<file path="src/rtl/rom_port_arbiter.sv">
// Arbitrates the single-address program ROM port between instruction fetch (IF)
// and the literal-pool load path (DM), with a registered one-cycle response.
module rom_port_arbiter #(
  parameter int unsigned MAX_DATA_BURST = 4
) (
  input  logic        clk,
  input  logic        Rst_n,
  input  logic        hold,
  input  logic        if_req,
  input  logic [31:0] if_addr,
  output logic        if_gnt,
  output logic        if_rvalid,
  output logic [31:0] if_rdata,
  output logic        if_err,
  input  logic        dm_req,
  input  logic [31:0] dm_addr,
  output logic        dm_gnt,
  output logic        dm_rvalid,
  output logic [31:0] dm_rdata,
  output logic        dm_err,
  output logic [7:0]  rom_addr,
  input  logic [31:0] rom_instr,
  input  logic [31:0] rom_data
);

  localparam logic [3:0] MAX_CNT = 4'(MAX_DATA_BURST);

  logic [3:0]  burst_cnt;
  logic [31:0] win_addr;
  logic        win_oor;
  logic        win_err;

  // DM has priority until it has used up its burst allowance against a waiting fetch.
  always_comb begin
    if_gnt = 1'b0;
    dm_gnt = 1'b0;
    if (Rst_n && !hold) begin
      if (dm_req && ((burst_cnt < MAX_CNT) || !if_req)) begin
        dm_gnt = 1'b1;
      end else if (if_req) begin
        if_gnt = 1'b1;
      end
    end
  end

  always_comb begin
    win_addr = dm_gnt ? dm_addr : if_addr;
    win_oor  = |win_addr[31:9];
    win_err  = win_oor | (|win_addr[1:0]);
    rom_addr = (if_gnt || dm_gnt) ? {1'b0, win_addr[8:2]} : 8'd0;
  end

  always_ff @(posedge clk or negedge Rst_n) begin
    if (!Rst_n) begin
      burst_cnt <= 4'd0;
    end else if (!hold) begin
      if (if_gnt || !if_req) begin
        burst_cnt <= 4'd0;
      end else if (dm_gnt && (burst_cnt < MAX_CNT)) begin
        burst_cnt <= burst_cnt + 4'd1;
      end
    end
  end

  // Out-of-range accesses return zero so they never alias onto a real ROM word.
  always_ff @(posedge clk or negedge Rst_n) begin
    if (!Rst_n) begin
      if_rvalid <= 1'b0;
      if_rdata  <= 32'd0;
      if_err    <= 1'b0;
      dm_rvalid <= 1'b0;
      dm_rdata  <= 32'd0;
      dm_err    <= 1'b0;
    end else begin
      if_rvalid <= if_gnt;
      dm_rvalid <= dm_gnt;
      if (if_gnt) begin
        if_rdata <= win_oor ? 32'd0 : rom_instr;
        if_err   <= win_err;
      end
      if (dm_gnt) begin
        dm_rdata <= win_oor ? 32'd0 : rom_data;
        dm_err   <= win_err;
      end
    end
  end

endmodule

</file>
<file path="config.mk">
export PLATFORM = sky130hd
export DESIGN_NAME = rom_port_arbiter
export DESIGN_NICKNAME = d
export VERILOG_FILES = /design/src/rtl/rom_port_arbiter.sv
export SDC_FILE = /design/constraint.sdc
export NUM_CORES = 1
export LEC_CHECK = 0
export CORE_MARGIN = 3
export CORE_UTILIZATION = 42
export CTS_CLUSTER_DIAMETER = 100
export DETAILED_ROUTE_END_ITERATION = 8
export MAX_ROUTING_LAYER = met4
export PLACE_DENSITY = 0.95
export SLEW_MARGIN = 30
export SYNTH_ARGS = -nofsm -noshare
export SYNTH_HDL_FRONTEND = slang
export SYNTH_SLANG_ARGS = --single-unit
</file>
<file path="constraint.sdc">
create_clock -name clk -period 5.35 [get_ports clk]
set_clock_uncertainty 0.1 [all_clocks]
set_input_delay 1.3375 -clock clk [delete_from_list [all_inputs] [get_ports clk]]
set_output_delay 1.3375 -clock clk [all_outputs]
set_load 0.01 [all_outputs]
</file>
==> summary.txt <==
Initial Util - 0.4428
Primary FF master, synth - dfrtp_1
Final hold vios - 0
Synth Register Bits - 72
Share of the synthesized area in the top cell type - 0.4831
Synth area leaders - dfrtp_1 48%, o41ai_2 13%, o21ai_0 8.9%
Commonest non-fill, non-tap cells in the layout - 208 x clkdlybuf4s50_1, 72 x dfrtp_1, 66 x o21ai_0
Placed cell count - 644
Vias/cell - 5.674
Number of synthesized flops with an enable pin - 0
Worst skew pair latency - 340 ps
Synthesis-to-layout area growth - 62.66%
ANT nets after route - 0
Sequential power share - 0.483
Max-Slew Margin vs Limit - 0.5663
Share of total power in the clock network - 0.373
Setup crit end - rom_addr[6]
CP Capture Type - output pin
Netlist cell types - 39
CP Data Arrival Time - 3370 ps
Synth warn - 0
Internal - 0.8762 mW
Final worst-path cycle share - 0.8980
Final min period - 4804 ps
Post-Route WL - 12,400 µm
Clk slew on worst S/H paths - 70 ps
Final core occ - 0.7203
Setup TNS - 0 ps
DR pass1 iterations - 4
PwrDens - 187.3 nW/µm²
Hold path cells - 2
Sw Share - 0.2290
Max FO, Critical Path - 9
Share of cells above drive strength 1 - 0.1171
Worst R2R Setup Slack - 3220 ps
Final slew viol count - 0
CTS Buf Count - 9
Area leader, netlist - dfrtp_1
Net Switching - 0.2602 mW
Post-synthesis sequential area ratio - 0.4831
Die H - 100.2 µm
Vias in the first global route - 3,902
RSZ-0062 raised after global routing - false
Die Footprint - 10,050 µm²
DRT iter0 DRCs - 136
Vias - 3,745
I/O Pins - 211
Port bufs - 209
Peak VDD IR - 105.1 µV
Largest net degree at the start of global routing - 47
Synth Cell Area - 3730 µm²
Initial antenna violation count - 0
CP required - 3910 ps
Least-Margin Pin Slew - 648.3 ps
Syn Inst Count - 356
Status - complete, no violations
Core Box Area - 8423 µm²
Drt drc - 0
GRT Total Usage - 0.2508
Setup Fix Bufs, Post-CTS - 0
Avg Synthesized Cell Area - 10.48 µm²
# nets final - 684
DIE WIDTH - 100.2 µm
TritonCTS clock tree - built
Num rows - 33
CP Class - input pin to output pin
Max Buffers Root-to-Sink - 2
Post-cts gate resize count - 0
GPL Wtd Cong - 0.8335
Endpoints failing setup - 0
Max_cap viols - 0
Post-synth ARST share - 1.000
RR Endpoint - if_err
First-pass GRT wire length - 19,490 µm
Hold WC Path Type - flop to flop
CTS Hold Bufs - 0
Worst Setup Start Kind - input pin
Root buf cell - clkbuf_8
HPWL after detailed placement - 9090 µm
Fmax - 0.2081 GHz
Sink Count - 72
Non-filler cells, final - 660
Depth of the worst register-to-register path - 5
Leakage - 2.588 nW
Post-Syn Nets - 490
Worst setup path startpoint - if_req
Commonest non-fill, non-tap cell in the layout - clkdlybuf4s50_1
Gr ovfl total - 0
RR Startpoint - burst_cnt[2]
Htree depth - 3
Comb pwr share - 0.144
N_diodes - 0
Wire per inst - 18.78 µm
[how the worst min path moves through the flow]
stage	start	end
3_5_place_dp	dm_rdata[19]	dm_rdata[19]
3_3_place_gp	if_rdata[0]	if_rdata[0]
6_report	dm_rdata[19]	dm_rdata[19]
4_1_cts	dm_rdata[19]	dm_rdata[19]
5_1_grt	dm_rdata[26]	dm_rdata[26]
2_1_floorplan	burst_cnt[1]	burst_cnt[1]
[state kept, by name, summed over array words and instances (netlist names)]
signal	flops
burst_cnt	4
dm_err	1
dm_rdata	32
dm_rvalid	1
if_err	1
if_rdata	32
if_rvalid	1
[metrics by stage]
stage	total power, mW	instance area (µm²)	setup WS [ps]	hold WS [ps]
final	1.136	6067	545.6	419.6
after global routing	1.190	6067	463.7	455.5
after CTS	1.149	6067	591.3	418.7
after detailed placement	0.7228	5869	591.0	400.9
after global placement	0.7186	5867	717.2	388.3
after floorplan	0.5958	3730	1602	389.7
[layer usage]
metal | GRT usage | up-vias | part of all wire
met5 | - | - | 0
met4 | 0.08497 | 0 | 0.014
met3 | 0.05837 | 12 | 0.089
met2 | 0.4404 | 199 | 0.52
met1 | 0.2796 | 1804 | 0.38
li1 | - | 1730 | -
[power groups by stage]
| stage | logic [mW] | registers (mW) | clock network, mW |
|---|---|---|---|
| 2_1_floorplan | 0.0367 | 0.559 | 0 |
| 3_3_place_gp | 0.160 | 0.559 | 0 |
| 3_5_place_dp | 0.164 | 0.559 | 0 |
| 4_1_cts | 0.164 | 0.548 | 0.436 |
| 5_1_grt | 0.175 | 0.549 | 0.466 |
| 6_report | 0.164 | 0.548 | 0.424 |
[Yosys cell counts, drive strengths merged, types with 2 or more instances]
library cell	n
o21ai	67
nand2	3
a22o	9
nor4	10
or2	2
a32oi	2
nand3b	2
nand4	2
o31ai	33
o41ai	32
clkbuf	24
nand3	32
dfrtp	72
nor3	2
inv	35
buf	13
[cell type report]
cell class	count	area [µm²]
fillers	594	2356
repair buffers	220	2172
flip-flops and latches	72	1802
clock inverters	5	56.30
well taps	105	131.4
multi-input cells	212	1633
inverters	35	131.4
clock buffers	11	141.4
[cell families (layout without fill, tap and decap cells)]
kind of cell	count (synthesis)	count (layout)	share of synthesized area
adder cells (fa/ha/maj)	1	1	0.003354
AND/OR/NAND/NOR	60	60	0.09427
other	1	1	0.001005
flip-flops	72	72	0.4831
buffers and inverters	72	271	0.08319
AO/OA/AOI/OAI	150	150	0.3351
[critical path, cell delays in order]
cell             delay [ps]
clkdlybuf4s50_1         560
o21a_1                  200
nor2_1                  480
a22o_1                  230
clkdlybuf4s50_1         560
No activity file was read; power rests on OpenSTA's default activity.
==> RTL edit (same settings) <==
Put one more register stage on the output `dm_err`, cleared by the reset. The value now appears one clock later. The other outputs are not delayed to match.
--- a/src/rtl/rom_port_arbiter.sv
+++ b/src/rtl/rom_port_arbiter.sv
@@ -26,2 +26,4 @@
   localparam logic [3:0] MAX_CNT = 4'(MAX_DATA_BURST);
+
+  logic dm_err_s0;
 
@@ -72,3 +74,3 @@
       dm_rdata  <= 32'd0;
-      dm_err    <= 1'b0;
+      dm_err_s0 <= 1'b0;
     end else begin
@@ -82,4 +84,12 @@
         dm_rdata <= win_oor ? 32'd0 : rom_data;
-        dm_err   <= win_err;
+        dm_err_s0 <= win_err;
       end
+    end
+  end
+
+  always_ff @(posedge clk or negedge Rst_n) begin
+    if (!Rst_n) begin
+      dm_err <= '0;
+    end else begin
+      dm_err <= dm_err_s0;
     end
Behaviour: not the same (a bounded check fails within 4 cycles, from zero or initial values and one cycle with Rst_n low).
==> RTL edit against the unedited design <==
- sequential cell count rose by 1
- synthesized area up 0.67%
- worst hold slack got worse by 0.13 ns
- wire length up 0.35%
- total power hardly changed
- global-route usage about the same
- sequential power is 1% higher
- cell area increased by 0.27%
- sequential share of layout area grew 0.33 points
- maximum frequency down 1.8%
- synthesized cell count rose by 0.28%
- first-iteration DRC count up 13%
- clock power is 2% lower
- worst setup slack lost 0.090 ns
- critical endpoint is now rom_addr[4]
==> RTL edit: results (changes against the unedited design) <==
- The flow ran to the end, and the final reports show no timing, DRC or antenna violations.
- The placed wire-length estimate came to 9270 um (+2.0%).
- The leakage power summed over all cells was 0.00259 uW (+0.26%).
- The largest individual stage delay along the critical path comes from the cell clkdlybuf4s50_1.
- The global routing usage on met3 is 0.0388 (-0.0196).
- The portion of the post-synthesis area used by sequential elements is 0.487 (+0.00345).
- The tightest min-delay check is of the flop to flop type.
- The clock insertion delay at the later pin of the skew report is 0.32 ns (-0.02 ns).
- The share of synthesized area spent on multiplexers was 0 (unchanged).
- The first-pass GRT wire length came to 19600 um (+0.67%).
- The number of nets produced by synthesis is 491 (+0.20%).
- The met2 track demand over resource is 0.440 (unchanged).
- The via count of the first global-routing pass is 3928 (+0.67%).
- The count of pins over their slew limit came to 0 (unchanged).
- The share of the synthesized area in compound gates (AO/OA/AOI/OAI) is 0.333 (-0.00223).
- The biggest cell delay along the critical path is between 0.5 and 0.6 ns.
- The depth of the worst hold-timing path is 0 (-2).
- The mean number of vias per cell is 5.78 (+1.8%).
- The routing usage on met1 came to 0.292 (+0.0122).
- The worst path arrival time was 3.46 ns (+0.09 ns).
- The total iterations of the first detailed-routing run is 5 (+1).
- The headroom to the max-slew limit was 0.505 (-0.0614).
- The post-CTS setup-driven buffer insertion count is 0 (unchanged).
- The antenna diode count is 0 (unchanged).
- The total track usage came to 0.251 (about the same).
- The average detailed-routed wire length per instance is 18.8 um (+0.20%).
- The largest net degree at the start of global routing came to 47 (unchanged).
- The max-capacitance violation count is 0 (unchanged).
- By area the synthesized netlist is led by dfrtp_1 49%, o41ai_2 13%, o21ai_0 8.8%.
- The reported clock group power is 417 uW (-2%).
- The adder-cell area share of the yosys netlist was 0.00333 (-0.0000224).
- The starting DRC count in detailed routing was 153 (+13%).
- The fraction of power spent switching nets was 0.223 (-0.00647).
- The number of distinct library cells after synthesis is 39 (unchanged).
- The post-cts repair resize count is 0 (unchanged).
- The initial antenna violation count is 0 (unchanged).
- The CTS tree is built.
- The number of levels the H-tree was split into was 3 (unchanged).
- The maximum clock insertion buffer count is 2 (unchanged).
- Sorting the synthesized cells by how often they occur yields 73 x dfrtp_1, 66 x o21ai_0, 34 x inv_1.
- The largest registers in the layout are dm_rdata: 32 flops, if_rdata: 32 flops, burst_cnt: 4 flops.
- The count of filler cells inserted in the layout is 610 (+2.7%).
- The peak fanout along the critical path is 9 (unchanged).
- The worst supply voltage drop on vdd is 93.9 uV (-11%).
- The yosys synthesis warning count is 0 (unchanged).
- The xor and xnor area share after synthesis is 0 (unchanged).
- The weighted congestion reported at the end of routability-driven placement is 0.853 (+2.3%).
- The portion of total power attributed to sequential cells was 0.489 (+0.006).
- The final-stage net count is 685 (+0.15%).
- The ratio of cells with drive above 1 in the final layout is 0.113 (-0.00381).
==> RTL edit: cell types whose count changed in the layout (fill, tap and decap cells not counted) <==
cell,before,now
clkbuf_1,1,3
clkinv_4,1,0
clkinvlp_4,1,0
dfrtp_1,72,73
==> RTL edit: through the flow <==
stage	worst slack [ns]	instance area, um^2	std cells
finish	0.455	6080	661
global route	0.374	6080	661
CTS	0.476	6080	661
detailed placement	0.514	5890	645
global placement	0.636	5890	645
floorplan	1.60	3750	357
==> RTL edit: per-layer routing <==
metal / share of wire / wire, um
met5: 0 / 0
met3: 0.080 / 994
met2: 0.52 / 6520
met1: 0.38 / 4700
met4: 0.018 / 230
==> RTL edit: cells by family (layout without fill, tap and decap cells) <==
logic type | after synthesis | after routing
simple gates | 60 | 60
flops | 73 | 73
compound gates | 150 | 150
fa+ha+maj | 1 | 1
other cells | 1 | 1
buf+inv | 72 | 271
==> RTL edit: final timing paths <==
kind / startpoint / endpoint / slack [ns]
setup / recovery: hold / rom_addr[4] / 0.46
hold / removal: dm_err_s0 / dm_err / 0.29
setup reg to reg: burst_cnt[2] / if_err / 3.14
hold reg to reg: dm_err_s0 / dm_err / 0.29
max in group asynchronous: Rst_n / if_rdata[10] / 3.35
min in group asynchronous: Rst_n / burst_cnt[0] / 0.85
==> RTL edit: area by class of cell <==
cell class	count	area share
repair buffers	220	0.357
flip-flops and latches	73	0.300
multi-input cells	212	0.268
clock buffers	13	0.0245
inverters	35	0.0216
well taps	105	0.0216
clock inverters	3	0.00658
==> RTL edit: worst max-delay path, delay by kind of cell <==
kind / cells / cell delay (ns)
buffers and inverters: 2 / 1.10
and+or+nand+nor: 2 / 0.79
AOI/OAI and AO/OA: 1 / 0.23
